<file path="src/rtl/serial_led_rx_if.sv">
// Bundle between a serial LED transmitter (master) and the serial_led_rx receiver (slave).
interface serial_led_rx_if #(
   parameter int WIDTH = 16
);
   localparam int CW = $clog2(WIDTH + 1) + 1;

   logic             s_clk;
   logic             s_dat;
   logic             s_clrn;
   logic             s_pen;
   logic [WIDTH-1:0] data_out;
   logic             data_valid;
   logic             frame_err;
   logic [7:0]       err_cnt;
   logic [CW-1:0]    bit_cnt;

   modport master (
      output s_clk, s_dat, s_clrn, s_pen,
      input  data_out, data_valid, frame_err, err_cnt, bit_cnt
   );

   modport slave (
      input  s_clk, s_dat, s_clrn, s_pen,
      output data_out, data_valid, frame_err, err_cnt, bit_cnt
   );
endinterface

</file>
<file path="src/rtl/serial_led_rx.sv">
// Oversampling receiver for the serial LED shift link: deserializes a WIDTH-bit frame and commits it on s_pen rise.
// Optional macro SERIAL_LED_RX_GLITCH_FILTER_EN adds a 2-sample stability filter on every synchronized line.
module serial_led_rx #(
   parameter int WIDTH       = 16,
   parameter int SYNC_STAGES = 2,
   parameter bit MSB_FIRST   = 1'b1
) (
   input logic            clk,
   input logic            rst,
   serial_led_rx_if.slave bus
);
   localparam int            CW       = $clog2(WIDTH + 1) + 1;
   localparam logic [CW-1:0] CNT_FULL = CW'(WIDTH);
   localparam logic [CW-1:0] CNT_MAX  = CW'(2 * WIDTH);
   localparam int            L_CLK    = 0;
   localparam int            L_DAT    = 1;
   localparam int            L_CLRN   = 2;
   localparam int            L_PEN    = 3;

   logic [3:0]       raw_s;
   logic [3:0]       sync_q [SYNC_STAGES];
   logic [3:0]       sync_s;
   logic [3:0]       line_q;
   logic [3:0]       line_d;
   logic [1:0]       hist_q;
   logic             clk_rise_s;
   logic             pen_rise_s;
   logic [WIDTH-1:0] shifted_s;

   logic [WIDTH-1:0] shreg_q,    shreg_d;
   logic [CW-1:0]    cnt_q,      cnt_d;
   logic [WIDTH-1:0] data_q,     data_d;
   logic             valid_q,    valid_d;
   logic             ferr_q,     ferr_d;
   logic [7:0]       err_cnt_q,  err_cnt_d;

   // Lines travel as one 4-bit vector so their relative alignment survives synchronization.
   assign raw_s = {bus.s_pen, bus.s_clrn, bus.s_dat, bus.s_clk};
   assign sync_s = sync_q[SYNC_STAGES-1];

`ifdef SERIAL_LED_RX_GLITCH_FILTER_EN
   logic [3:0] prev_q;

   always_ff @(posedge clk) begin
      if (rst) begin
         prev_q <= 4'b0000;
      end else begin
         prev_q <= sync_s;
      end
   end

   always_comb begin
      line_d = line_q;
      for (int i = 0; i < 4; i++) begin
         if (sync_s[i] == prev_q[i]) begin
            line_d[i] = sync_s[i];
         end else begin
            line_d[i] = line_q[i];
         end
      end
   end
`else
   assign line_d = sync_s;
`endif

   always_ff @(posedge clk) begin
      if (rst) begin
         for (int i = 0; i < SYNC_STAGES; i++) begin
            sync_q[i] <= 4'b0000;
         end
         line_q <= 4'b0000;
         hist_q <= 2'b00;
      end else begin
         sync_q[0] <= raw_s;
         for (int i = 1; i < SYNC_STAGES; i++) begin
            sync_q[i] <= sync_q[i-1];
         end
         line_q <= line_d;
         hist_q <= {line_q[L_PEN], line_q[L_CLK]};
      end
   end

   assign clk_rise_s = line_q[L_CLK] & ~hist_q[0];
   assign pen_rise_s = line_q[L_PEN] & ~hist_q[1];

   always_comb begin
      if (MSB_FIRST) begin
         shifted_s = {shreg_q[WIDTH-2:0], line_q[L_DAT]};
      end else begin
         shifted_s = {line_q[L_DAT], shreg_q[WIDTH-1:1]};
      end
   end

   // A coincident shift and latch: the latch judges the post-shift register and count.
   always_comb begin
      shreg_d   = shreg_q;
      cnt_d     = cnt_q;
      data_d    = data_q;
      valid_d   = 1'b0;
      ferr_d    = 1'b0;
      err_cnt_d = err_cnt_q;
      if (!line_q[L_CLRN]) begin
         shreg_d = '0;
         cnt_d   = '0;
      end else begin
         if (clk_rise_s) begin
            shreg_d = shifted_s;
            if (cnt_q != CNT_MAX) begin
               cnt_d = cnt_q + CW'(1);
            end else begin
               cnt_d = cnt_q;
            end
         end else begin
            shreg_d = shreg_q;
         end
         if (pen_rise_s) begin
            if (cnt_d == CNT_FULL) begin
               data_d  = shreg_d;
               valid_d = 1'b1;
            end else begin
               ferr_d = 1'b1;
               if (err_cnt_q != 8'hFF) begin
                  err_cnt_d = err_cnt_q + 8'd1;
               end else begin
                  err_cnt_d = err_cnt_q;
               end
            end
            cnt_d = '0;
         end else begin
            data_d = data_q;
         end
      end
   end

   always_ff @(posedge clk) begin
      if (rst) begin
         shreg_q   <= '0;
         cnt_q     <= '0;
         data_q    <= '0;
         valid_q   <= 1'b0;
         ferr_q    <= 1'b0;
         err_cnt_q <= 8'h00;
      end else begin
         shreg_q   <= shreg_d;
         cnt_q     <= cnt_d;
         data_q    <= data_d;
         valid_q   <= valid_d;
         ferr_q    <= ferr_d;
         err_cnt_q <= err_cnt_d;
      end
   end

   assign bus.data_out   = data_q;
   assign bus.data_valid = valid_q;
   assign bus.frame_err  = ferr_q;
   assign bus.err_cnt    = err_cnt_q;
   assign bus.bit_cnt    = cnt_q;
endmodule

</file>
<file path="src/flat_wrapper.sv">
// flat-port wrapper written by rule: the top's interface ports become plain ports
module serial_led_rx_flat 
#(
   parameter int WIDTH       = 16,
   parameter int SYNC_STAGES = 2,
   parameter bit MSB_FIRST   = 1'b1
)
  (clk, rst, bus_s_clk, bus_s_dat, bus_s_clrn, bus_s_pen, bus_data_out, bus_data_valid, bus_frame_err, bus_err_cnt, bus_bit_cnt);
  serial_led_rx_if #(.WIDTH(WIDTH)) bus_i ();
  input logic clk;
  input logic rst;
  input wire logic [$bits(bus_i.s_clk)-1:0] bus_s_clk;
  input wire logic [$bits(bus_i.s_dat)-1:0] bus_s_dat;
  input wire logic [$bits(bus_i.s_clrn)-1:0] bus_s_clrn;
  input wire logic [$bits(bus_i.s_pen)-1:0] bus_s_pen;
  output wire logic [$bits(bus_i.data_out)-1:0] bus_data_out;
  output wire logic [$bits(bus_i.data_valid)-1:0] bus_data_valid;
  output wire logic [$bits(bus_i.frame_err)-1:0] bus_frame_err;
  output wire logic [$bits(bus_i.err_cnt)-1:0] bus_err_cnt;
  output wire logic [$bits(bus_i.bit_cnt)-1:0] bus_bit_cnt;
  assign bus_i.s_clk = bus_s_clk;
  assign bus_i.s_dat = bus_s_dat;
  assign bus_i.s_clrn = bus_s_clrn;
  assign bus_i.s_pen = bus_s_pen;
  assign bus_data_out = bus_i.data_out;
  assign bus_data_valid = bus_i.data_valid;
  assign bus_frame_err = bus_i.frame_err;
  assign bus_err_cnt = bus_i.err_cnt;
  assign bus_bit_cnt = bus_i.bit_cnt;
  serial_led_rx #(.WIDTH(WIDTH), .SYNC_STAGES(SYNC_STAGES), .MSB_FIRST(MSB_FIRST)) u_core (.clk(clk), .rst(rst), .bus(bus_i));
endmodule
</file>
<file path="config.mk">
export PLATFORM = sky130hd
export DESIGN_NAME = serial_led_rx_flat
export DESIGN_NICKNAME = d
export VERILOG_FILES = /design/src/rtl/serial_led_rx_if.sv /design/src/rtl/serial_led_rx.sv /design/src/flat_wrapper.sv
export SDC_FILE = /design/constraint.sdc
export NUM_CORES = 1
export LEC_CHECK = 0
export CAP_MARGIN = 30
export CORE_UTILIZATION = 35
export DETAILED_ROUTE_END_ITERATION = 8
export HOLD_SLACK_MARGIN = 0.08
export PLACE_DENSITY = 0.54
export SYNTH_ARGS = -nofsm -noshare
export SYNTH_HDL_FRONTEND = slang
export SYNTH_SLANG_ARGS = --single-unit
</file>
<file path="constraint.sdc">
create_clock -name clk -period 3.42 [get_ports clk]
set_input_delay 0.684 -clock clk [delete_from_list [all_inputs] [get_ports clk]]
set_output_delay 0.684 -clock clk [all_outputs]
set_load 0.005 [all_outputs]
</file>
After elaboration in Yosys (flattened, before gate mapping)
Memories as Yosys holds them, arrays and structs flattened. A register that Yosys moved wholly into a read port is not among the register bits. Cells that the tools add are included. Widths: inputs -> output; s select.

Add/sub/neg operators: 2. Equality and inequality tests: 3. Mux-type cells: 11. Bitwise gates (word level): 9. Reductions and logical operators: 5.

Operators with widths (number): $mux 6 (3); $mux 16 (1); $add 8x1->8 const B (1); $mux 4 (2); $ne 8x8->1 const B (1); $add 6x1->6 const B (1); $eq 6x5->1 const B (1); $ne 6x6->1 const B (1); $reduce_or 3->1 (2); $mux 1 (5); $not 1->1 (5); $reduce_and 4->1 (1); $reduce_and 3->1 (1); $and 1x1->1 (2); $or 1x1->1 (2); $reduce_or 2->1 (1).

Register bits: 50. Memory bits (writable): 8. Input bits: 6. Output and inout port bits: 32. Logic and storage cells: 38. Memories kept: 1.

Memory list: u_core.sync_q (words 2, bits a word 4, rd ports 2, clocked after Yosys merged registers in 1, wr ports 2, line serial_led_rx.sv:21) `logic [3:0] sync_q [SYNC_STAGES];`.

Depth between registers and ports, before layout
Gate-level depths: netlist of the first run.

Depth in word-level cells: 7. Mapped depth: 9. Mapped depth without buffers: 8.

Worst setup path after synthesis of the first run
OpenSTA, ideal clock, no wires.

Path kind: flip-flop to flip-flop. Start point: reg u_core.cnt_q[0], in the netlist u_core.bus.bit_cnt[0]. End point: reg u_core.err_cnt_q[2], in the netlist u_core.bus.err_cnt[2]. Setup time: 0.123 ns. Arrival time: 2.160 ns. Data required time: 3.297 ns. Slack: 1.136 ns. Cell stages (with the launch flop): 10. Buffers on the path: 1. Clock period less this slack: 2.284 ns. Cells stage by stage: dfxtp_1 > inv_1 > ha_1 > nor4bb_1 > nor3_1 > a221o_1 > nor2_1 > buf_2 > nor4b_1 > mux2_1.

Word-level cells in the longest chain between the ends: 7. Elaborated cells between the ends (all ways): 8. Classes of those cells: add/sub: 1; eq/ne: 2; mux: 3; bitwise: 1; reduce/logical: 1.

RTL lines: from (decl) (line serial_led_rx.sv:31) `logic [CW-1:0] cnt_q, cnt_d;`; from (signal assigned) (line serial_led_rx.sv:145) `cnt_q <= cnt_d;`; $add 6x1->6 / $ne 6x6->1 (equally long branches) (line serial_led_rx.sv:109, serial_led_rx.sv:108); $mux 6 (line serial_led_rx.sv:108) `if (cnt_q != CNT_MAX) begin`; $mux 6 (*) (line serial_led_rx.sv:106) `if (clk_rise_s) begin`; $mux 6 (*) (line serial_led_rx.sv:102) `if (!line_q[L_CLRN]) begin`; $eq 6x5->1 (*) (line serial_led_rx.sv:117) `if (cnt_d == CNT_FULL) begin`; $not 1->1 (no source line) (*); $reduce_and 4->1 (no source line) (*); to (signal assigned) (line serial_led_rx.sv:149) `err_cnt_q <= err_cnt_d;`; to (decl) (line serial_led_rx.sv:35) `logic [7:0] err_cnt_q, err_cnt_d;`.

Every way passes the cells marked *; elsewhere a longest branch is shown, timed or not. The select of a mux whose other input is x is not followed. A chain may end at the register's enable or synchronous reset.

Worst setup path after layout of the first run
Start point: reg u_core.cnt_q[0], in the netlist u_core.bus.bit_cnt[0]. End point: reg u_core.err_cnt_q[3], in the netlist u_core.bus.err_cnt[3].

Same word-level chain as after synthesis.

==> run_results.csv, run 1 <==
group,metric,value,unit
worst_hold_path,whs_path_depth,1,
critical_path,critPathKind,"reg2reg",
die,dieArea,7340,sq um
yosys,ys_seq_area_frac,0.506,
worst_hold_path,holdCritPathClass,"reg2reg",
clock_network,cts_hold_buf,0,
yosys,ys_async_sr_fraction,0,
clock_network,post_cts_resized,0,
critical_path,crit_arrival,2780,ps
route,ant_nets,0,
yosys,synth_top_area_frac,0.506,
timing,finClkSkew,5.72,ps
clock_network,htreeDepth,3,
placed_design,place_congestion,0.781,
critical_path,cpPeakStageDelay,500,ps
critical_path,crit_buf_inv,1,
finish,diodes,0,
worst_hold_path,hold_start,"u_core.sync_q[1][0]",
die,die_w,85.7,um
timing,fin_crit,2580,ps
yosys,synth_top_cell_by_area,"dfxtp_1",
route,dr.pass1.iters,4,
critical_path,cp.required,3630,ps
timing,slew_viol_final,0,
finish,fillCellCount,645,
flow_run,drv_cap,0,
outcome,status,"finished clean",
clock_network,insertion_delay,320,ps
timing,grt_setup_unrepaired,"false",
critical_path,endpoint_kind,"flop",
timing,postLayoutSetupSlackWorst,843,ps
finish,area_delta_synth_final,28.5,%
finish,fin_nets,288,
critical_path,r2r_end,"u_core.bus.err_cnt[3]",
clock_network,clock_sinks,62,
yosys,syn_inst,243,
yosys,syn-num-nets,252,
route,routed_wl,4.40,mm
timing,fmax,388,MHz
worst_hold_path,hold_end,"u_core.line_q[0]",
critical_path,critPathLaunchType,"flop",
timing,fin_crit_sh,0.753,
yosys,synth_edf_count,0,
clock_network,postCtsSetupBuffers,0,
critical_path,crit_path_top_delay_cell,"nor2_1",
yosys,synthTopCellsByArea,"dfxtp_1 (51%), nor2_1 (7.2%), a211oi_2 (7.1%)",
timing,tns,0,ps
yosys,netlist_area,2450,sq um
yosys,yosys_warnings,0,
critical_path,critPathMaxFanout,11,
grt,grt_use_total,0.130,
clock_network,path_clk_slew,70,ps
yosys,yosysMostFrequentCell,"dfxtp_1",
route,wire_per_inst,11.6,um
yosys,ys_seq_elements,62,
timing,worstMarginPinSlew,963,ps
route,initialDrtViolationCount,46,
route,vias,1771,
die,initial_core_util,0.361,
critical_path,crit_family,"simple AND/OR/NAND/NOR gates",
yosys,ys.flop_type,"dfxtp_1",
grt,grt_pass1_wl,7.40,mm
clock_network,cts_buffers,9,
pwr,leakage,1.03,nW
finish,multiInputGateArea,1130,sq um
critical_path,reg2regPathDepth,8,
placed_design,dpl.hpwl,2.82,mm
route,viasPerCell,4.66,
placed_design,place_ws,822,ps
die,pin_count,38,
pwr,p_per_area,497,nW/um^2
yosys,synth_common_cells,"dfxtp_1 (62), nor2_1 (47), nor2b_1 (20)",
die,rows,30,
clock_network,cts_root_buffer,"clkbuf_8",
grt,grt_max_degree,47,
die,die_y,85.7,um
grt,antenna_found_initial,0,
timing,setup_viol,0,
timing,hold_viol_final,0,
clock_network,clockBufferDepth,2,
die,core-area,6790,sq um
critical_path,reg2reg_slack,840,ps
yosys,yosysUniqueCellTypes,42,
grt,overflow,0,
finish,drive_above_1_share,0.130,
placed_design,portBuffers,37,
yosys,syn_avg_cell_area,10.1,sq um
clock_network,tritoncts,"done",
timing,maxSlewHeadroom,0.358,
grt,grt_pass1_vias,1592,
route,drc,0,
critical_path,r2r_start,"u_core.bus.bit_cnt[0]",
finish,seq_area,1240,sq um
pwr,ir_worst_vdd,0.221,mV
critical_path,path_cells,"inv_1, ha_1, nand4bb_1, o32a_1, o21a_1, nor2_1, nor4_1, mux2_1",
## where the power goes
part	internal, mW	switching (mW)
Combinational	0.0121	0.0165
Clock	0.526	0.283
Sequential	0.728	0.00187
## routing by layer
| metal | share of wire | GRT usage | vias up |
|---|---|---|---|
| li1 | - | - | 921 |
| met1 | 0.53 | 0.171 | 809 |
| met5 | 0 | 0 | - |
| met4 | 0.022 | 0.0773 | 0 |
| met3 | 0.032 | 0.0356 | 8 |
| met2 | 0.42 | 0.190 | 33 |
## logic make-up after synthesis
group,Yosys count,share of synthesized area
buffers and inverters,20,0.0352
DFF,62,0.506
xor gates and xnor gates,6,0.0214
AOI/OAI and AO/OA,32,0.124
and+or+nand+nor,100,0.214
muxes,20,0.0837
adders and majority gates,3,0.0153
## registers in the layout, indices dropped and copies added, names as in the netlist
register / cells
u_core.bus.data_valid: 1
u_core.bus.err_cnt: 8
u_core.shreg_q: 16
u_core.line_q: 4
u_core.bus.bit_cnt: 6
u_core.hist_q: 2
u_core.sync_q: 8
u_core.bus.data_out: 16
u_core.bus.frame_err: 1
## stage by stage
step | utilization | cell area, sq um | power (mW) | hold slack [ps] | cells
floorplan | - | 2450 | 0.766 | 414 | 243
global placement | 0.426 | 2890 | 0.776 | 422 | 364
detailed placement | 0.426 | 2890 | 0.775 | 424 | 364
CTS | 0.464 | 3150 | 1.59 | 441 | 380
global route | 0.464 | 3150 | 1.62 | 450 | 380
finish | 0.464 | 3150 | 1.57 | 437 | 380
## final cells by class
class | count | share of cell area
flip-flops and latches | 62 | 0.394
multi-input cells | 161 | 0.358
repair buffers | 40 | 0.123
clock buffers | 11 | 0.0481
well taps | 96 | 0.0381
clock inverters | 5 | 0.0330
inverters | 5 | 0.00596
## cell usage in the layout (no fill, tap or decap), drive strengths merged, types with 2 or more instances in the layout
master         instances
o21ai                  2
or4                    2
nand4                  5
mux2i                 16
nand2b                 2
xor2                   2
nor2                  47
clkbuf                11
mux2                   4
ha                     3
bufinv                 3
nor2b                 20
a21oi                  4
a211oi                16
nor3                   3
or4b                   2
o31ai                  2
nand3                  4
nand2                  5
inv                    6
xnor2                  4
nor4                   4
clkdlybuf4s50         36
dfxtp                 62
buf                    4
## how the worst max path moves through the flow
stage	startpoint	to	slack (ps)	cells past startpoint
2_1_floorplan	u_core.bus.bit_cnt[0]	u_core.bus.err_cnt[2]	1140	9
3_3_place_gp	u_core.bus.bit_cnt[0]	u_core.bus.err_cnt[4]	920	8
3_5_place_dp	u_core.bus.bit_cnt[0]	u_core.bus.err_cnt[5]	820	8
4_1_cts	u_core.bus.bit_cnt[0]	u_core.bus.err_cnt[3]	820	8
5_1_grt	u_core.bus.bit_cnt[0]	u_core.bus.err_cnt[5]	690	8
6_report	u_core.bus.bit_cnt[0]	u_core.bus.err_cnt[3]	840	8
Note: power is estimated with default switching activity, not from simulation.
==> run 2: changes to the inputs <==
==> constraint.sdc (replaced) <==
create_clock -name clk -period 2.6 [get_ports clk]
set_input_delay 0.52 -clock clk [delete_from_list [all_inputs] [get_ports clk]]
set_output_delay 0.52 -clock clk [all_outputs]
set_load 0.005 [all_outputs]
==> run 2 against run 1 <==
  * Sequential cell count unchanged
  * Clock skew up 2.1 ps
  * Combinational power rose by 40%
  * Final area is 0.12% lower
  * Register-to-register slack worse by 680 ps
  * Non-clock buffer count increased by 4
  * Core utilization down 0.055 points
  * Setup slack lost 680 ps
  * Critical path depth is 1 higher
  * Wire length up 4.0%
  * Cell count is 1.1% higher
  * Clock power increased by 6.6%
  * Critical endpoint is now u_core.bus.err_cnt[1]
==> run_results.csv, run 2 (synthesized netlist as in run 1, its figures left out) <==
group,metric,value,unit
critical_path,r2r_end,"u_core.bus.err_cnt[1]",
critical_path,critPathMaxFanout,9,
timing,fmax,411,MHz
pwr,fin_total_pwr,1.86,mW
die,dieArea,7340,sq um
clock_network,cts_hold_buf,0,
critical_path,crit_arrival,2700,ps
finish,mostFrequentLayoutCells,"dfxtp_1 (61), nor2_1 (47), clkdlybuf4s50_1 (36), nor2b_1 (19), mux2i_1 (16)",
critical_path,path_cells,"inv_1, ha_1, nor4bb_1, nor3_1, a221o_1, nor2_1, buf_4, or4b_1, a21oi_1",
route,viasPerCell,4.76,
timing,worstMarginPinSlew,526,ps
clock_network,tritoncts,"done",
critical_path,cpPeakStageDelay,510,ps
critical_path,reg2reg_slack,170,ps
finish,fin_nets,292,
clock_network,insertion_delay,330,ps
flow_run,drv_cap,0,
placed_design,placed_cells,368,
timing,fin_crit,2430,ps
timing,slew_viol_final,0,
placed_design,place_congestion,0.813,
route,ant_nets,0,
route,vias,1827,
critical_path,r2r_start,"u_core.bus.bit_cnt[1]",
die,initial_core_util,0.361,
critical_path,crit_family,"simple AND/OR/NAND/NOR gates",
critical_path,cp.required,2860,ps
timing,tns,0,ps
grt,grt_max_degree,33,
clock_network,clockBufferDepth,2,
outcome,status,"finished clean",
route,wire_per_inst,11.9,um
placed_design,portBuffers,37,
pwr,p_per_area,592,nW/um^2
clock_network,postCtsSetupBuffers,0,
worst_hold_path,hold_start,"u_core.sync_q[0][1]",
timing,grt_setup_unrepaired,"false",
critical_path,critPathLaunchType,"flop",
timing,fin_crit_sh,0.936,
timing,finClkSkew,7.77,ps
grt,grt_pass1_wl,7.94,mm
finish,final_common_cell,"dfxtp_1",
route,drc,0,
worst_hold_path,hold_end,"u_core.sync_q[1][1]",
finish,fillCellCount,662,
route,dr.pass1.iters,4,
die,die_w,85.7,um
die,die_y,85.7,um
grt,antenna_found_initial,0,
finish,final-instance-count-excl-fill,384,
finish,fin_util,0.463,
clock_network,clock_sinks,62,
grt,overflow,0,
critical_path,critPathKind,"reg2reg",
worst_hold_path,holdCritPathClass,"reg2reg",
worst_hold_path,whs_path_depth,1,
clock_network,path_clk_slew,70,ps
timing,maxSlewHeadroom,0.640,
route,initialDrtViolationCount,93,
placed_design,dpl.hpwl,3.06,mm
route,routed_wl,4.57,mm
clock_network,cts_buffers,9,
critical_path,endpoint_kind,"flop",
grt,grt_use_total,0.140,
critical_path,crit_path_top_delay_cell,"or4b_1",
die,rows,30,
pwr,ir_worst_vdd,0.336,mV
clock_network,cts_root_buffer,"clkbuf_8",
die,core-area,6790,sq um
die,pin_count,38,
clock_network,post_cts_resized,0,
timing,setup_viol,0,
finish,diodes,0,
timing,hold_viol_final,0,
grt,grt_pass1_vias,1705,
critical_path,crit_buf_inv,2,
critical_path,reg2regPathDepth,9,
pwr,leakage,1.02,nW
finish,area_delta_synth_final,28.3,%
clock_network,htreeDepth,3,
finish,drive_above_1_share,0.146,
run 2: layout make-up:
type                            count  area (sq um)  share of cell area
Timing Repair Buffer               44           430               0.137
Tap cell                           96           120              0.0382
Clock inverter                      6          70.1              0.0223
Multi-Input combinational cell    161          1130               0.358
Clock buffer                       10           138              0.0438
Sequential cell                    62          1240               0.395
Inverter                            5          18.8             0.00597
run 2: per-stage QoR:
| step | hold WS, ps | instance area (sq um) | setup slack [ps] |
|---|---|---|---|
| after floorplan | 414 | 2450 | 316 |
| after global placement | 419 | 2940 | 201 |
| after detailed placement | 424 | 2940 | 120 |
| after CTS | 442 | 3140 | 122 |
| after global routing | 465 | 3150 | 13.1 |
| final | 440 | 3150 | 167 |
run 2: worst max-delay path by stage:
| stage | slack, ps | startpoint | endpoint | cells after the start |
|---|---|---|---|---|
| 4_1_cts | 120 | u_core.bus.bit_cnt[0] | u_core.bus.err_cnt[3] | 8 |
| 6_report | 170 | u_core.bus.bit_cnt[1] | u_core.bus.err_cnt[1] | 9 |
| 3_3_place_gp | 200 | u_core.bus.bit_cnt[0] | u_core.bus.err_cnt[3] | 8 |
| 3_5_place_dp | 120 | u_core.bus.bit_cnt[0] | u_core.bus.err_cnt[3] | 8 |
| 5_1_grt | 10 | u_core.bus.bit_cnt[1] | u_core.bus.err_cnt[1] | 9 |
| 2_1_floorplan | 320 | u_core.bus.bit_cnt[0] | u_core.bus.err_cnt[2] | 9 |
run 2: power by group:
part | leakage [nW] | internal (mW) | switching (mW)
clock network | 0.0951 | 0.473 | 0.389
registers | 0.502 | 0.957 | 0.00274
logic | 0.423 | 0.0178 | 0.0222
total | 1.02 | 1.45 | 0.414
run 2: metal layers:
layer,vias up,GRT usage,part of all wire
met4,0,0.0545,0.013
met3,6,0.0626,0.040
li1,930,-,-
met1,854,0.176,0.49
met2,37,0.212,0.46
met5,-,0,0
==> RTL edit, RTL diff (config.mk and constraints of run 2) <==
`SYNC_STAGES` is set to 2 in 2 places; all go to 4.
--- a/src/rtl/serial_led_rx.sv
+++ b/src/rtl/serial_led_rx.sv
@@ -2,7 +2,7 @@
 // Optional macro SERIAL_LED_RX_GLITCH_FILTER_EN adds a 2-sample stability filter on every synchronized line.
 module serial_led_rx #(
    parameter int WIDTH       = 16,
-   parameter int SYNC_STAGES = 2,
+   parameter int SYNC_STAGES = 4,
    parameter bit MSB_FIRST   = 1'b1
 ) (
    input logic            clk,
--- a/src/flat_wrapper.sv
+++ b/src/flat_wrapper.sv
@@ -2,7 +2,7 @@
 module serial_led_rx_flat 
 #(
    parameter int WIDTH       = 16,
-   parameter int SYNC_STAGES = 2,
+   parameter int SYNC_STAGES = 4,
    parameter bit MSB_FIRST   = 1'b1
 )
   (clk, rst, bus_s_clk, bus_s_dat, bus_s_clrn, bus_s_pen, bus_data_out, bus_data_valid, bus_frame_err, bus_err_cnt, bus_bit_cnt);
Check against the original RTL: not equivalent (a bounded check fails within 10 cycles, from zero or initial values and one cycle with rst high).
==> RTL edit against run 2 <==
Worst setup slack better by 27 ps. Total power up 7.8%. Design area up 9.2%. Synthesized area up 12%. Non-clock buffer count up 2. Wire length up 19%. Sequential cell count up 8. Sequential power up 12%. Critical path type unchanged. Highest routed layer unchanged.
==> RTL edit: results (changes against run 2) <==
status:
  status: "finished clean"  # unchanged
drt:
  routed-wl-met3_um: 163  # was 183 um
  drt-initial-drc-count: 65  # was 93
  drt-met1-wl_um: 2730  # was 2230 um
  drt-pass1-iter-count: 5  # was 4
  routedWlPerCell_um: 12.9  # was 11.9 um
  vias: 2097  # was 1827
  met2_length_um: 2480  # was 2100 um
global_routing:
  grt_util_met3: 0.0438  # was 0.0626
  grt.total_usage: 0.149  # was 0.140
  use_met2: 0.239  # was 0.212
  antenna_found_initial: 0  # unchanged
  grt_pass1_wl_um: 9700  # was 7940 um
  gr-usage-met1: 0.182  # was 0.176
  grt_start_max_net_pins: 51  # was 33
placed_design:
  port_buffers: 37  # unchanged
  globalplace.congestion: 0.762  # was 0.813
  dp_hpwl_um: 3500  # was 3060 um
clock_tree:
  insertion_delay_ps: 340
  clk_pin_slew_worst_paths_ps: 70  # about the same
  post_cts_buffers: 0  # unchanged
worst_setup_path:
  cp-endpoint: "u_core.bus.data_out[14]"  # was u_core.bus.err_cnt[1]
  cp_slowest_cell: "dfxtp_1"  # was or4b_1
  rr_worst_depth: 7  # was 9
  cp_top_family: "compound AO/OA/AOI/OAI gates"  # was simple AND/OR/NAND/NOR gates
  r2r_slack_ps: 190  # was 170 ps
  arrival_ps: 2640  # was 2700 ps
  worst-path-max-fanout: 29  # was 9
  critPathKind: "reg -> reg"  # unchanged
  cp_slowest_stage_delay_ps: 460  # was 510 ps
sta:
  tightest_slew_ps: 588  # was 526 ps
  fin_skew_ps: 10.4  # was 7.77 ps
synthesis:
  synth_common_cells: "dfxtp_1, nor2_1, nor2b_1"  # was dfxtp_1, nor2_1, nor2b_1, mux2i_1, a211oi_2
  async_flop_share: 0  # unchanged
  synth_area_leaders: "dfxtp_1, nor2b_1, mux2i_1"  # was dfxtp_1, nor2_1, a211oi_2
  synth-seq-area-share: 0.511  # was 0.506
  syn_nets: 290  # was 252
  synth_cell_types: 38  # was 42
worst_hold_path:
  hp-start: "u_core.sync_q[2][0]"  # was u_core.sync_q[0][1]
  hold_class: "reg -> reg"  # unchanged
  hold-path-endpoint: "u_core.sync_q[3][0]"  # was u_core.sync_q[1][1]
cells_and_area:
  drive_above_1_share: 0.0923  # was 0.146
  fin_nets: 329  # was 292
power_and_ir_drop:
  peakVddDrop_v: 0.000302  # was 0.000336 V
  p_leak_nw: 1.21  # was 1.02 nW
[RTL edit: cell types whose count changed after synthesis, sizes merged, moves of 5 or more]
cell / delta
nor2: -18
and4: +16
a211oi: -15
a31oi: +14
nor3: +13
nor2b: +9
dfxtp: +8
nand2: +6
or3: +5
[RTL edit: stage by stage]
| step | utilization | cell area, um^2 | hold slack (ps) | setup slack (ps) | instances |
|---|---|---|---|---|---|
| floorplan | - | 2740 | 414 | 371 | 281 |
| global placement | 0.436 | 3230 | 417 | 261 | 408 |
| detailed placement | 0.436 | 3230 | 423 | 211 | 408 |
| CTS | 0.464 | 3430 | 442 | 187 | 424 |
| global route | 0.464 | 3430 | 451 | 5.71 | 424 |
| finish | 0.464 | 3430 | 436 | 194 | 424 |
[RTL edit: cell families (layout without fill, tap and decap cells)]
kind of cell	count (synthesis)	in the layout	synth area share
adder cells (fa/ha/maj)	3	3	0.0137
buffers and inverters	24	68	0.0370
XOR/XNOR	3	3	0.00959
multiplexers	20	20	0.0748
flip-flops	70	70	0.511
AND/OR/NAND/NOR	126	126	0.262
AO/OA/AOI/OAI	35	35	0.0922
[RTL edit: cell type report]
cell class | count | area (um^2)
Multi-Input combinational cell | 187 | 1250
Clock buffer | 13 | 159
Sequential cell | 70 | 1400
Clock inverter | 3 | 42.5
Timing Repair Buffer | 46 | 433
Fill cell | 712 | 3970
Inverter | 6 | 22.5
Tap cell | 99 | 124
[RTL edit: where the power goes]
part / total [mW] / internal (mW) / switching, mW / leakage (nW)
clock network: 0.889 / 0.495 / 0.394 / 0.0996
registers: 1.08 / 1.08 / 0.00177 / 0.566
logic: 0.0349 / 0.0150 / 0.0199 / 0.541
